**config.mk**
```make
export PLATFORM = sky130hd
export DESIGN_NAME = dp_tcdm_rr_mux
export DESIGN_NICKNAME = d
export VERILOG_FILES = /design/src/rtl/dp_tcdm_rr_mux_pkg.sv /design/src/rtl/dp_tcdm_rr_mux_id_fifo.sv /design/src/rtl/dp_tcdm_rr_mux.sv
export SDC_FILE = /design/constraint.sdc
export NUM_CORES = 1
export LEC_CHECK = 0
export ABC_AREA = 1
export CORE_AREA = 2 2 195 197
export CTS_CLUSTER_SIZE = 25
export DETAILED_ROUTE_END_ITERATION = 10
export DIE_AREA = 0 0 197 199
export PLACE_DENSITY_LB_ADDON = 0.05
export SKIP_CTS_REPAIR_TIMING = 1
export SLEW_MARGIN = 0
export SYNTH_ARGS = -nofsm -noshare
export SYNTH_HDL_FRONTEND = slang
export SYNTH_HIERARCHICAL = 1
export SYNTH_SLANG_ARGS = --single-unit
```
**constraint.sdc**
```tcl
create_clock -name clk_i -period 7.2 [get_ports clk_i]
set_clock_uncertainty 0.1 [all_clocks]
set_input_delay 1.44 -clock clk_i [delete_from_list [all_inputs] [get_ports clk_i]]
set_output_delay 1.44 -clock clk_i [all_outputs]
set_load 0.1 [all_outputs]
```
**src/rtl/dp_tcdm_rr_mux_pkg.sv**
```systemverilog
// Shared types for the dot-product TCDM request multiplexer.
// dp_mux_ctrl_t is embedded in the streamer control struct; its sel field
// is sized for the default of four requesters per master port.
package dp_tcdm_rr_mux_pkg;

  typedef enum logic {
    DP_MUX_RR     = 1'b0,
    DP_MUX_STATIC = 1'b1
  } dp_mux_mode_e;

  typedef enum logic {
    MUX_IDLE   = 1'b0,
    MUX_LOCKED = 1'b1
  } dp_mux_state_e;

  localparam int unsigned DP_MUX_SEL_W = 2;

  typedef struct packed {
    dp_mux_mode_e            mode;
    logic [DP_MUX_SEL_W-1:0] sel;
  } dp_mux_ctrl_t;

  // 32-bit increment that sticks at all-ones instead of wrapping
  function automatic logic [31:0] sat_inc32(input logic [31:0] v);
    if (v == 32'hFFFF_FFFF) begin
      return v;
    end else begin
      return v + 32'd1;
    end
  endfunction

endpackage

```
**src/rtl/dp_tcdm_rr_mux_id_fifo.sv**
```systemverilog
// In-order requester-ID FIFO: one entry per transaction awaiting r_valid.
// Push is ignored when full and pop is ignored when empty, so the owner
// can drive raw strobes; simultaneous push+pop advances both pointers.
module dp_id_fifo #(
  parameter  int unsigned DEPTH = 4,
  parameter  int unsigned WIDTH = 2,
  localparam int unsigned CW    = $clog2(DEPTH + 1)
) (
  input  logic             clk_i,
  input  logic             rst_i,
  input  logic             clear_i,
  input  logic             push_i,
  input  logic [WIDTH-1:0] data_i,
  input  logic             pop_i,
  output logic [WIDTH-1:0] data_o,
  output logic             full_o,
  output logic             empty_o,
  output logic [CW-1:0]    count_o
);

  localparam int unsigned PW = (DEPTH > 1) ? $clog2(DEPTH) : 1;

  logic [WIDTH-1:0] mem_r [DEPTH];
  logic [PW-1:0]    wr_ptr_r;
  logic [PW-1:0]    rd_ptr_r;
  logic [CW-1:0]    count_r;
  logic             push_s;
  logic             pop_s;

  // Pointer advance with wrap at DEPTH-1 (DEPTH need not be a power of two)
  function automatic logic [PW-1:0] ptr_inc(input logic [PW-1:0] p);
    if (p == PW'(DEPTH - 1)) begin
      return '0;
    end else begin
      return p + PW'(1);
    end
  endfunction

  assign full_o  = (count_r == CW'(DEPTH));
  assign empty_o = (count_r == CW'(0));
  assign push_s  = push_i & ~full_o;
  assign pop_s   = pop_i & ~empty_o;
  assign data_o  = mem_r[rd_ptr_r];
  assign count_o = count_r;

  // Storage, pointers and occupancy
  always_ff @(posedge clk_i or posedge rst_i) begin
    if (rst_i) begin
      wr_ptr_r <= '0;
      rd_ptr_r <= '0;
      count_r  <= '0;
      for (int i = 0; i < int'(DEPTH); i++) mem_r[i] <= '0;
    end else if (clear_i) begin
      wr_ptr_r <= '0;
      rd_ptr_r <= '0;
      count_r  <= '0;
    end else begin
      if (push_s) begin
        mem_r[wr_ptr_r] <= data_i;
        wr_ptr_r        <= ptr_inc(wr_ptr_r);
      end
      if (pop_s) rd_ptr_r <= ptr_inc(rd_ptr_r);
      case ({push_s, pop_s})
        2'b10:   count_r <= count_r + CW'(1);
        2'b01:   count_r <= count_r - CW'(1);
        default: count_r <= count_r;
      endcase
    end
  end

endmodule

```
**src/rtl/dp_tcdm_rr_mux.sv**
```systemverilog
// N_IN-to-1 TCDM request multiplexer for the dot-product streamer.
// Round-robin or static selection, request locked to its winner until
// granted, and an in-order ID FIFO that steers each r_valid back to the
// requester that issued it.
// Optional feature macro: DP_TCDM_MUX_PERF_EN enables the saturating
// grant/stall counters; without it perf_gnt_o/perf_stall_o read 0.
module dp_tcdm_rr_mux
  import dp_tcdm_rr_mux_pkg::*;
#(
  parameter  int unsigned N_IN            = 4,
  parameter  int unsigned AW              = 32,
  parameter  int unsigned DW              = 32,
  parameter  int unsigned MAX_OUTSTANDING = 4,
  localparam int unsigned IW              = $clog2(N_IN),
  localparam int unsigned BW              = DW / 8,
  localparam int unsigned CW              = $clog2(MAX_OUTSTANDING + 1)
) (
  input  logic                     clk_i,
  input  logic                     rst_i,
  input  logic                     clear_i,
  input  logic                     enable_i,
  input  dp_mux_mode_e             mode_i,
  input  logic [IW-1:0]            sel_i,
  input  logic [N_IN-1:0]          in_req_i,
  output logic [N_IN-1:0]          in_gnt_o,
  input  logic [N_IN-1:0][AW-1:0]  in_add_i,
  input  logic [N_IN-1:0]          in_wen_i,
  input  logic [N_IN-1:0][BW-1:0]  in_be_i,
  input  logic [N_IN-1:0][DW-1:0]  in_data_i,
  output logic [DW-1:0]            in_r_data_o,
  output logic [N_IN-1:0]          in_r_valid_o,
  output logic                     out_req_o,
  output logic [AW-1:0]            out_add_o,
  output logic                     out_wen_o,
  output logic [BW-1:0]            out_be_o,
  output logic [DW-1:0]            out_data_o,
  input  logic                     out_gnt_i,
  input  logic [DW-1:0]            out_r_data_i,
  input  logic                     out_r_valid_i,
  output logic                     busy_o,
  output logic                     err_o,
  output logic [31:0]              perf_gnt_o,
  output logic [31:0]              perf_stall_o
);

  dp_mux_state_e state_r, state_s;
  logic [IW-1:0] rr_r;
  logic [IW-1:0] win_r;
  logic          lock_rr_r;
  logic          err_r;

  logic          win_valid_s;
  logic [IW-1:0] win_idx_s;
  logic [IW-1:0] cand_s;
  logic          drive_valid_s;
  logic [IW-1:0] drive_idx_s;
  logic          drive_rr_s;
  logic          hs_s;
  logic          pop_s;

  logic [IW-1:0] fifo_head_s;
  logic          fifo_full_s;
  logic          fifo_empty_s;
  logic [CW-1:0] fifo_count_s;

  // Candidate winner from the live request vector under the selected mode
  always_comb begin
    win_valid_s = 1'b0;
    win_idx_s   = '0;
    cand_s      = '0;
    if (mode_i == DP_MUX_RR) begin
      for (int k = 0; k < int'(N_IN); k++) begin
        cand_s = IW'((int'(rr_r) + k) % int'(N_IN));
        if (!win_valid_s && in_req_i[cand_s]) begin
          win_valid_s = 1'b1;
          win_idx_s   = cand_s;
        end else begin
          win_valid_s = win_valid_s;
        end
      end
    end else begin
      if ((int'(sel_i) < int'(N_IN)) && in_req_i[sel_i]) begin
        win_valid_s = 1'b1;
        win_idx_s   = sel_i;
      end else begin
        win_valid_s = 1'b0;
      end
    end
  end

  // FSM state register
  always_ff @(posedge clk_i or posedge rst_i) begin
    if (rst_i) begin
      state_r <= MUX_IDLE;
    end else if (clear_i) begin
      state_r <= MUX_IDLE;
    end else begin
      state_r <= state_s;
    end
  end

  // FSM next state: an ungranted request locks until its grant arrives
  always_comb begin
    state_s = state_r;
    case (state_r)
      MUX_IDLE: begin
        if (drive_valid_s && !out_gnt_i) state_s = MUX_LOCKED;
        else                             state_s = MUX_IDLE;
      end
      MUX_LOCKED: begin
        if (out_gnt_i) state_s = MUX_IDLE;
        else           state_s = MUX_LOCKED;
      end
      default: state_s = MUX_IDLE;
    endcase
  end

  // FSM outputs: which requester drives the master port this cycle
  always_comb begin
    drive_valid_s = 1'b0;
    drive_idx_s   = '0;
    drive_rr_s    = 1'b0;
    case (state_r)
      MUX_IDLE: begin
        // Full is judged on the registered count: no r_valid -> req path
        drive_valid_s = enable_i & ~fifo_full_s & win_valid_s;
        drive_idx_s   = win_idx_s;
        drive_rr_s    = (mode_i == DP_MUX_RR);
      end
      MUX_LOCKED: begin
        drive_valid_s = 1'b1;
        drive_idx_s   = win_r;
        drive_rr_s    = lock_rr_r;
      end
      default: begin
        drive_valid_s = 1'b0;
      end
    endcase
  end

  assign hs_s  = drive_valid_s & out_gnt_i;
  assign pop_s = out_r_valid_i & ~fifo_empty_s;

  // Locked winner capture and round-robin pointer advance on handshake
  always_ff @(posedge clk_i or posedge rst_i) begin
    if (rst_i) begin
      rr_r      <= '0;
      win_r     <= '0;
      lock_rr_r <= 1'b0;
    end else if (clear_i) begin
      rr_r      <= '0;
      win_r     <= '0;
      lock_rr_r <= 1'b0;
    end else begin
      if (state_r == MUX_IDLE && drive_valid_s && !out_gnt_i) begin
        win_r     <= drive_idx_s;
        lock_rr_r <= drive_rr_s;
      end
      if (hs_s && drive_rr_s) begin
        rr_r <= (drive_idx_s == IW'(N_IN - 1)) ? '0 : drive_idx_s + IW'(1);
      end
    end
  end

  // Request forwarding, zeroed while no request is driven
  assign out_req_o  = drive_valid_s;
  assign out_add_o  = drive_valid_s ? in_add_i[drive_idx_s]  : '0;
  assign out_wen_o  = drive_valid_s ? in_wen_i[drive_idx_s]  : 1'b0;
  assign out_be_o   = drive_valid_s ? in_be_i[drive_idx_s]   : '0;
  assign out_data_o = drive_valid_s ? in_data_i[drive_idx_s] : '0;

  // Grant to the driving requester and response valid to the FIFO head
  always_comb begin
    in_gnt_o     = '0;
    in_r_valid_o = '0;
    for (int i = 0; i < int'(N_IN); i++) begin
      in_gnt_o[i]     = hs_s & (drive_idx_s == IW'(i));
      in_r_valid_o[i] = pop_s & (fifo_head_s == IW'(i));
    end
  end

  assign in_r_data_o = out_r_data_i;
  assign busy_o      = (fifo_count_s != CW'(0)) | (state_r == MUX_LOCKED);
  assign err_o       = err_r;

  dp_id_fifo #(
    .DEPTH (MAX_OUTSTANDING),
    .WIDTH (IW)
  ) i_id_fifo (
    .clk_i   (clk_i),
    .rst_i   (rst_i),
    .clear_i (clear_i),
    .push_i  (hs_s),
    .data_i  (drive_idx_s),
    .pop_i   (pop_s),
    .data_o  (fifo_head_s),
    .full_o  (fifo_full_s),
    .empty_o (fifo_empty_s),
    .count_o (fifo_count_s)
  );

  // Sticky flag for a response arriving with nothing outstanding
  always_ff @(posedge clk_i or posedge rst_i) begin
    if (rst_i) begin
      err_r <= 1'b0;
    end else if (clear_i) begin
      err_r <= 1'b0;
    end else if (out_r_valid_i && fifo_empty_s) begin
      err_r <= 1'b1;
    end
  end

`ifdef DP_TCDM_MUX_PERF_EN
  logic [31:0] perf_gnt_r;
  logic [31:0] perf_stall_r;

  // Saturating handshake and stall counters
  always_ff @(posedge clk_i or posedge rst_i) begin
    if (rst_i) begin
      perf_gnt_r   <= 32'd0;
      perf_stall_r <= 32'd0;
    end else if (clear_i) begin
      perf_gnt_r   <= 32'd0;
      perf_stall_r <= 32'd0;
    end else begin
      if (hs_s) perf_gnt_r <= sat_inc32(perf_gnt_r);
      if (drive_valid_s && !out_gnt_i) perf_stall_r <= sat_inc32(perf_stall_r);
    end
  end

  assign perf_gnt_o   = perf_gnt_r;
  assign perf_stall_o = perf_stall_r;
`else
  assign perf_gnt_o   = 32'd0;
  assign perf_stall_o = 32'd0;
`endif

endmodule

```
Word level (Yosys, flattened, before mapping) --
Index checks and enable logic that the tools add are counted. Widths: inputs -> output; s select.
Word-level totals: flip-flop bits (word level) 22, latch bits 0, memory bits (writable) 0, ROM bits 0, input bits 321, output and inout bits 176, word-level logic and storage cells 153, memories 0
Cells by class: add/sub/neg operators 8, multipliers 0, divide/modulo/power cells 0, order comparisons 9, eq/ne operators 11, shift operators 0, multiplexer cells 67, bitwise gates (word level) 22, reduce and logical (&&, ||, !) cells 24
Operator list (number):
- $bmux 32 s2 | 2
- $mux 32 | 4
- $mux 2 | 20
- $mux 1 | 23
- $lt 2x3->1 const B | 6
- $and 1x1->1 | 14
- $eq 2x2->1 const B | 7
- $bmux 1 s2 | 6
- $reduce_bool 2->1 | 5
- $logic_and 1x1->1 | 9
- $add 2x1->2 const B | 4
- $bmux 4 s2 | 1
- $bwmux 8 | 1
- $mux 4 | 2
- $eq 2x1->1 const B | 3
- $ge 3x3->1 const B | 2
- $not 2->3 | 2
- $pmux 1 s2 | 3
- $pmux 3 s2 | 1
- $reduce_bool 3->1 | 2
- $not 1->1 | 5
- $add 2x2->2 const B | 2
- $bmux 2 s2 | 1
- $demux 2 s2 | 1
- other kinds (11) | 15

Logic depth before layout (Yosys ltp) --
word-level depth 23, gate-level depth with buffers 21

Cells and area by module --
The synthesis kept the hierarchy.
By module, submodules not included:
- dp_tcdm_rr_mux | times used 1, cells an instance 980, area each 4728.3 µm², sequential area each 175.2 µm²
- dp_id_fifo | times used 1, cells an instance 104, area each 869.6 µm², sequential area each 375.4 µm²

Worst setup path after synthesis --
OpenSTA, ideal clock, no wires.
path type input -> output, start point input port in_req_i[2], end point output port in_gnt_o[0], arrival 4933 ps, required time 5660 ps, setup slack 727 ps, stages 10, path buffers 0, cell sequence inv_1 -> o21ai_1 -> nor2_1 -> nand3_1 -> nand2_1 -> nand2_1 -> nand2_1 -> nand2_1 -> nand2_1 -> nor3_1
Between the ends: longest elaborated chain between the ends 20, elaborated cells between the ends (all ways) 37
RTL lines:
- start: declaration | RTL line dp_tcdm_rr_mux.sv:24 | input logic [N_IN-1:0] in_req_i,
- $bmux 1 s2 | RTL line dp_tcdm_rr_mux.sv:74 | if (!win_valid_s && in_req_i[cand_s]) begin
- $mux 1 (not written as such) | RTL line dp_tcdm_rr_mux.sv:74
- $mux 1 | RTL line dp_tcdm_rr_mux.sv:74
- $mux 1 | RTL line dp_tcdm_rr_mux.sv:71 | if (mode_i == DP_MUX_RR) begin
- $logic_not 1->1 | RTL line dp_tcdm_rr_mux.sv:74
- $logic_and 1x1->1 | RTL line dp_tcdm_rr_mux.sv:74
- $mux 1 | RTL line dp_tcdm_rr_mux.sv:74
- $mux 1 | RTL line dp_tcdm_rr_mux.sv:71
- [5 not listed]
- $logic_and 1x1->1 | RTL line dp_tcdm_rr_mux.sv:74
- $mux 1 | RTL line dp_tcdm_rr_mux.sv:74
- $mux 1 * | RTL line dp_tcdm_rr_mux.sv:71
- $and 1x1->1 * | RTL line dp_tcdm_rr_mux.sv:126 | drive_valid_s = enable_i & ~fifo_full_s & win_valid_s;
- $pmux 1 s2 * | RTL line dp_tcdm_rr_mux.sv:123 | case (state_r)
- via out_req_o | RTL line dp_tcdm_rr_mux.sv:32 | output logic out_req_o,
- $and 1x1->1 * | RTL line dp_tcdm_rr_mux.sv:141 | assign hs_s = drive_valid_s & out_gnt_i;
- $and 1x1->1 * | RTL line dp_tcdm_rr_mux.sv:177 | in_gnt_o[i] = hs_s & (drive_idx_s == IW'(i));
- end: declaration | RTL line dp_tcdm_rr_mux.sv:25 | output logic [N_IN-1:0] in_gnt_o,
Mark *: on every way through the listed nets, which the timed path passes. The rest lies on a longest branch. The select of a mux whose other input is x is not followed.

Worst setup path after layout --
start point input port in_req_i[0], end point output port out_add_o[27]
Between the ends: longest elaborated chain between the ends 20, elaborated cells between the ends (all ways) 37
RTL lines:
- $bmux 1 s2 | RTL line dp_tcdm_rr_mux.sv:74
- $mux 1 (not written as such) | RTL line dp_tcdm_rr_mux.sv:74
- $mux 1 | RTL line dp_tcdm_rr_mux.sv:74
- $mux 1 | RTL line dp_tcdm_rr_mux.sv:71
- $logic_not 1->1 | RTL line dp_tcdm_rr_mux.sv:74
- $logic_and 1x1->1 | RTL line dp_tcdm_rr_mux.sv:74
- $mux 1 | RTL line dp_tcdm_rr_mux.sv:74
- $mux 1 | RTL line dp_tcdm_rr_mux.sv:71
- [4 not listed]
- $logic_not 1->1 | RTL line dp_tcdm_rr_mux.sv:74
- $logic_and 1x1->1 | RTL line dp_tcdm_rr_mux.sv:74
- $mux 2 | RTL line dp_tcdm_rr_mux.sv:74
- $mux 2 | RTL line dp_tcdm_rr_mux.sv:71
- $pmux 2 s2 | RTL line dp_tcdm_rr_mux.sv:123
- $bmux 32 s2 | RTL line dp_tcdm_rr_mux.sv:167 | assign out_add_o = drive_valid_s ? in_add_i[drive_idx_s] : '0;
- $mux 32 (not written as such) | RTL line dp_tcdm_rr_mux.sv:167
- $mux 32 * | RTL line dp_tcdm_rr_mux.sv:167
- end: declaration | RTL line dp_tcdm_rr_mux.sv:33 | output logic [AW-1:0] out_add_o,
Mark *: on every way between the ends. The rest lies on a longest branch, timed or not. The select of a mux whose other input is x is not followed.

==> results.yml <==
outcome:
  status: "finished clean"
sta:
  setup_tns_ns: 0
  slew_headroom_pct: 34.3
  drv_slew: 0
  setup_violations: 0
  worst_slack_ns: 1.20
  fmax_mhz: 167
  period_needed_ns: 6.00
  whs_ns: 0.389
  finalCritPeriodShare_pct: 83.4
  worst_pin_slew_ns: 0.982
  rsz0062_at_grt: "no"
  hold_viol: 0
finish:
  n_fill_cell: 4278
  drive_above_1_share_pct: 7.84
  seq_area_um2: 551
  nNetsFinal: 1694
  multi_input_area_um2: 3530
  syn_to_final_growth_pct: 70.7
synthesis:
  ys_warn_count: 6
  netlist_top_cells_area: "nand2_1, nand3_1, buf_4, inv_1, dfrtp_1"
  synth_commonest_cells: "nand2_1, nand3_1, inv_1"
  synth_top_flop_cell: "dfrtp_1"
  syn_inst: 1084
  synth_top_area_share_pct: 22.9
  synth.most_common_cell: "nand2_1"
  postSynthAreaPerCell_um2: 5.16
  async_flop_share_pct: 100
  synth-seq-cells: 22
  synth_edf_count: 0
  ys_seq_area_share_pct: 9.83
  synth_area_um2: 5600
  synth_top_area_cell: "nand2_1"
  yosysUniqueCellTypes: 30
detailed_routing:
  ant_nets: 0
  firstDrtPassIters: 5
  drtIter0Drc: 217
  wl_per_cell_um: 16.7
  post-route-drc-count: 0
  avgViaCountPerCell: 3.98
  vias: 7354
  routed_wl_um: 30800
floorplanning:
  rows: 71
  die_w_um: 197
  fp.dieArea_um2: 39200
  die_h_um: 199
  core_area_um2: 37100
  start_util_pct: 15.1
  io_pins: 497
setup_path:
  crit_family: "simple AND/OR/NAND/NOR gates"
  reg2reg_slack_ns: 4.07
  r2r-start: "rr_r[0]"
  r2r_cells: 21
  crit_path_frequent_cell: "nand2_1"
  timing.critical_path.buf_inv: 3
  crit_slowest_cell: "nand2_4"
  required_ns: 5.66
  rr_endpoint: "i_id_fifo/count_o[2]"
  critPathKind: "input pin to output pin"
  slowest_delay_ns: 0.56
  crit_path_end_kind: "output pin"
  cp-start-kind: "input pin"
  path_cells: "clkdlybuf4s50_1 > nand2_1 > nand2_1 > nand2_1 > nand2_1 > nand2_1 > nand2_1 > nand2_1 > nand3_1 > nand2_4 > nand2_4 > buf_4 > nand2_1 > nand2_1 > nand2_1 > a21oi_1 > buf_4"
  crit_fanout: 62
  critPathArrivalTime_ns: 4.46
placed_design:
  io_buffers: 368
  place_congestion: 0.816
  pre_cts_slack_ns: 1.18
  dpl.hpwl_um: 23700
flow_run:
  drv_cap: 0
global_routing:
  grt_pass1_wl_um: 44000
  grt_pass1_vias: 7104
  grt_overflow: 0
  grt_usage_pct: 14.6
  grt_max_degree: 139
  antenna_found_initial: 9
hold_path:
  hold_class: "flop to flop"
  min_from: "i_id_fifo/mem_r[5]"
  holdPathStages: 2
  hold_path_end: "i_id_fifo/mem_r[5]"
clocking:
  clock_latency_ns: 0.26
  clock_sinks: 22
  clk_pin_slew_ns: 0.06
  cts_root_buf: "clkbuf_16"
  ctsLongestPathBuffers: 2
  htreeDepth: 1
  cts_tree: "yes"
  cts_inserted_buffers: 3
pwr:
  leakage_nw: 4.84
  ir_drop_uv: 95.3
  p_per_area_nw_per_um2: 175
-- flip-flops by register name, indices dropped and copies added, names as in the netlist --
signal and cells:
i_id_fifo/mem_r 8, i_id_fifo/rd_ptr_r 2, i_id_fifo/count_o 3, lock_rr_r 1, state_r 1, err_o 1, rr_r 2, i_id_fifo/wr_ptr_r 2
win_r 2
-- routing by layer --
layer,GRT usage (%),wire length (um),share of wire (%),vias up
li1,-,-,-,3773
met5,0,13,0.042,-
met2,25.9,15400,50,281
met4,4.07,639,2.1,2
met1,17.3,12400,40,3258
met3,3.95,2340,7.6,40
-- stage by stage --
step           total power [mW]  cell area (um^2)  std cells  util (%)
6_report                   1.67              9550       1846      25.7
2_1_floorplan              1.21              5830       1147         -
3_3_place_gp               1.57              9450       1835      25.4
5_1_grt                    1.78              9550       1845      25.7
4_1_cts                    1.70              9540       1839      25.7
3_5_place_dp               1.56              9450       1835      25.4
-- layout make-up --
cell class / count / share of cell area, %
flip-flops and latches: 22 / 5.76
diodes: 7 / 0.183
inverters: 181 / 7.12
well taps: 474 / 6.21
repair buffers: 378 / 42.8
multi-input cells: 780 / 37.0
clock buffers: 4 / 0.930
-- report_power, final --
| part | internal (mW) | leakage [nW] | switching [mW] |
|---|---|---|---|
| combinational | 0.416 | 4.49 | 0.979 |
| sequential | 0.136 | 0.299 | 0.0103 |
| clock | 0.0849 | 0.0442 | 0.0476 |
| total | 0.637 | 4.84 | 1.04 |
-- worst max path at each step --
stage	endpoint	cells past startpoint	slack, ns	start
after floorplan	in_gnt_o[0]	10	0.73	in_req_i[2]
after global placement	out_add_o[27]	17	1.19	in_req_i[3]
after detailed placement	out_add_o[27]	17	1.18	in_req_i[0]
after CTS	out_add_o[27]	17	1.18	in_req_i[0]
after global routing	out_add_o[28]	14	0.88	sel_i[0]
final	out_add_o[27]	17	1.20	in_req_i[0]
-- logic make-up after synthesis --
group / Yosys count / synth area share, %
compound gates: 105 / 9.95
xor+xnor: 1 / 0.156
fa+ha+maj: 7 / 1.70
buf+inv: 345 / 31.7
flops: 22 / 9.83
other cells: 1 / 0.0670
simple gates: 603 / 46.6
-- worst reg2reg max path: stages, from the launching register on --
cell and delay, ns:
dfrtp_1 0.52, inv_2 0.18, nand2_1 0.07, nand2_1 0.10
nor2_1 0.07, nand3_1 0.06, nand2_1 0.06, nand2_1 0.09
nand2_1 0.08, nand2_1 0.14, nand2_1 0.20, inv_1 0.22
nand2_4 0.11, nand2_4 0.10, inv_1 0.05, fa_1 0.38
xnor2_1 0.22, inv_1 0.06, nand2_1 0.06, nand2_1 0.04
nand3_1 0.06, nand2_1 0.06
-- placed cells by master, fill, tap and decap left out, types with 7 or more instances in the layout --
cell,count
nand2_1,340
clkdlybuf4s50_1,295
nand3_1,225
inv_1,176
a21oi_1,70
conb_1,64
buf_4,42
buf_12,41
dfrtp_1,22
nor2_1,15
o21ai_1,14
o21ai_0,10
nor3_1,9
diode_2,7
Power figures use the tool's default switching activity.
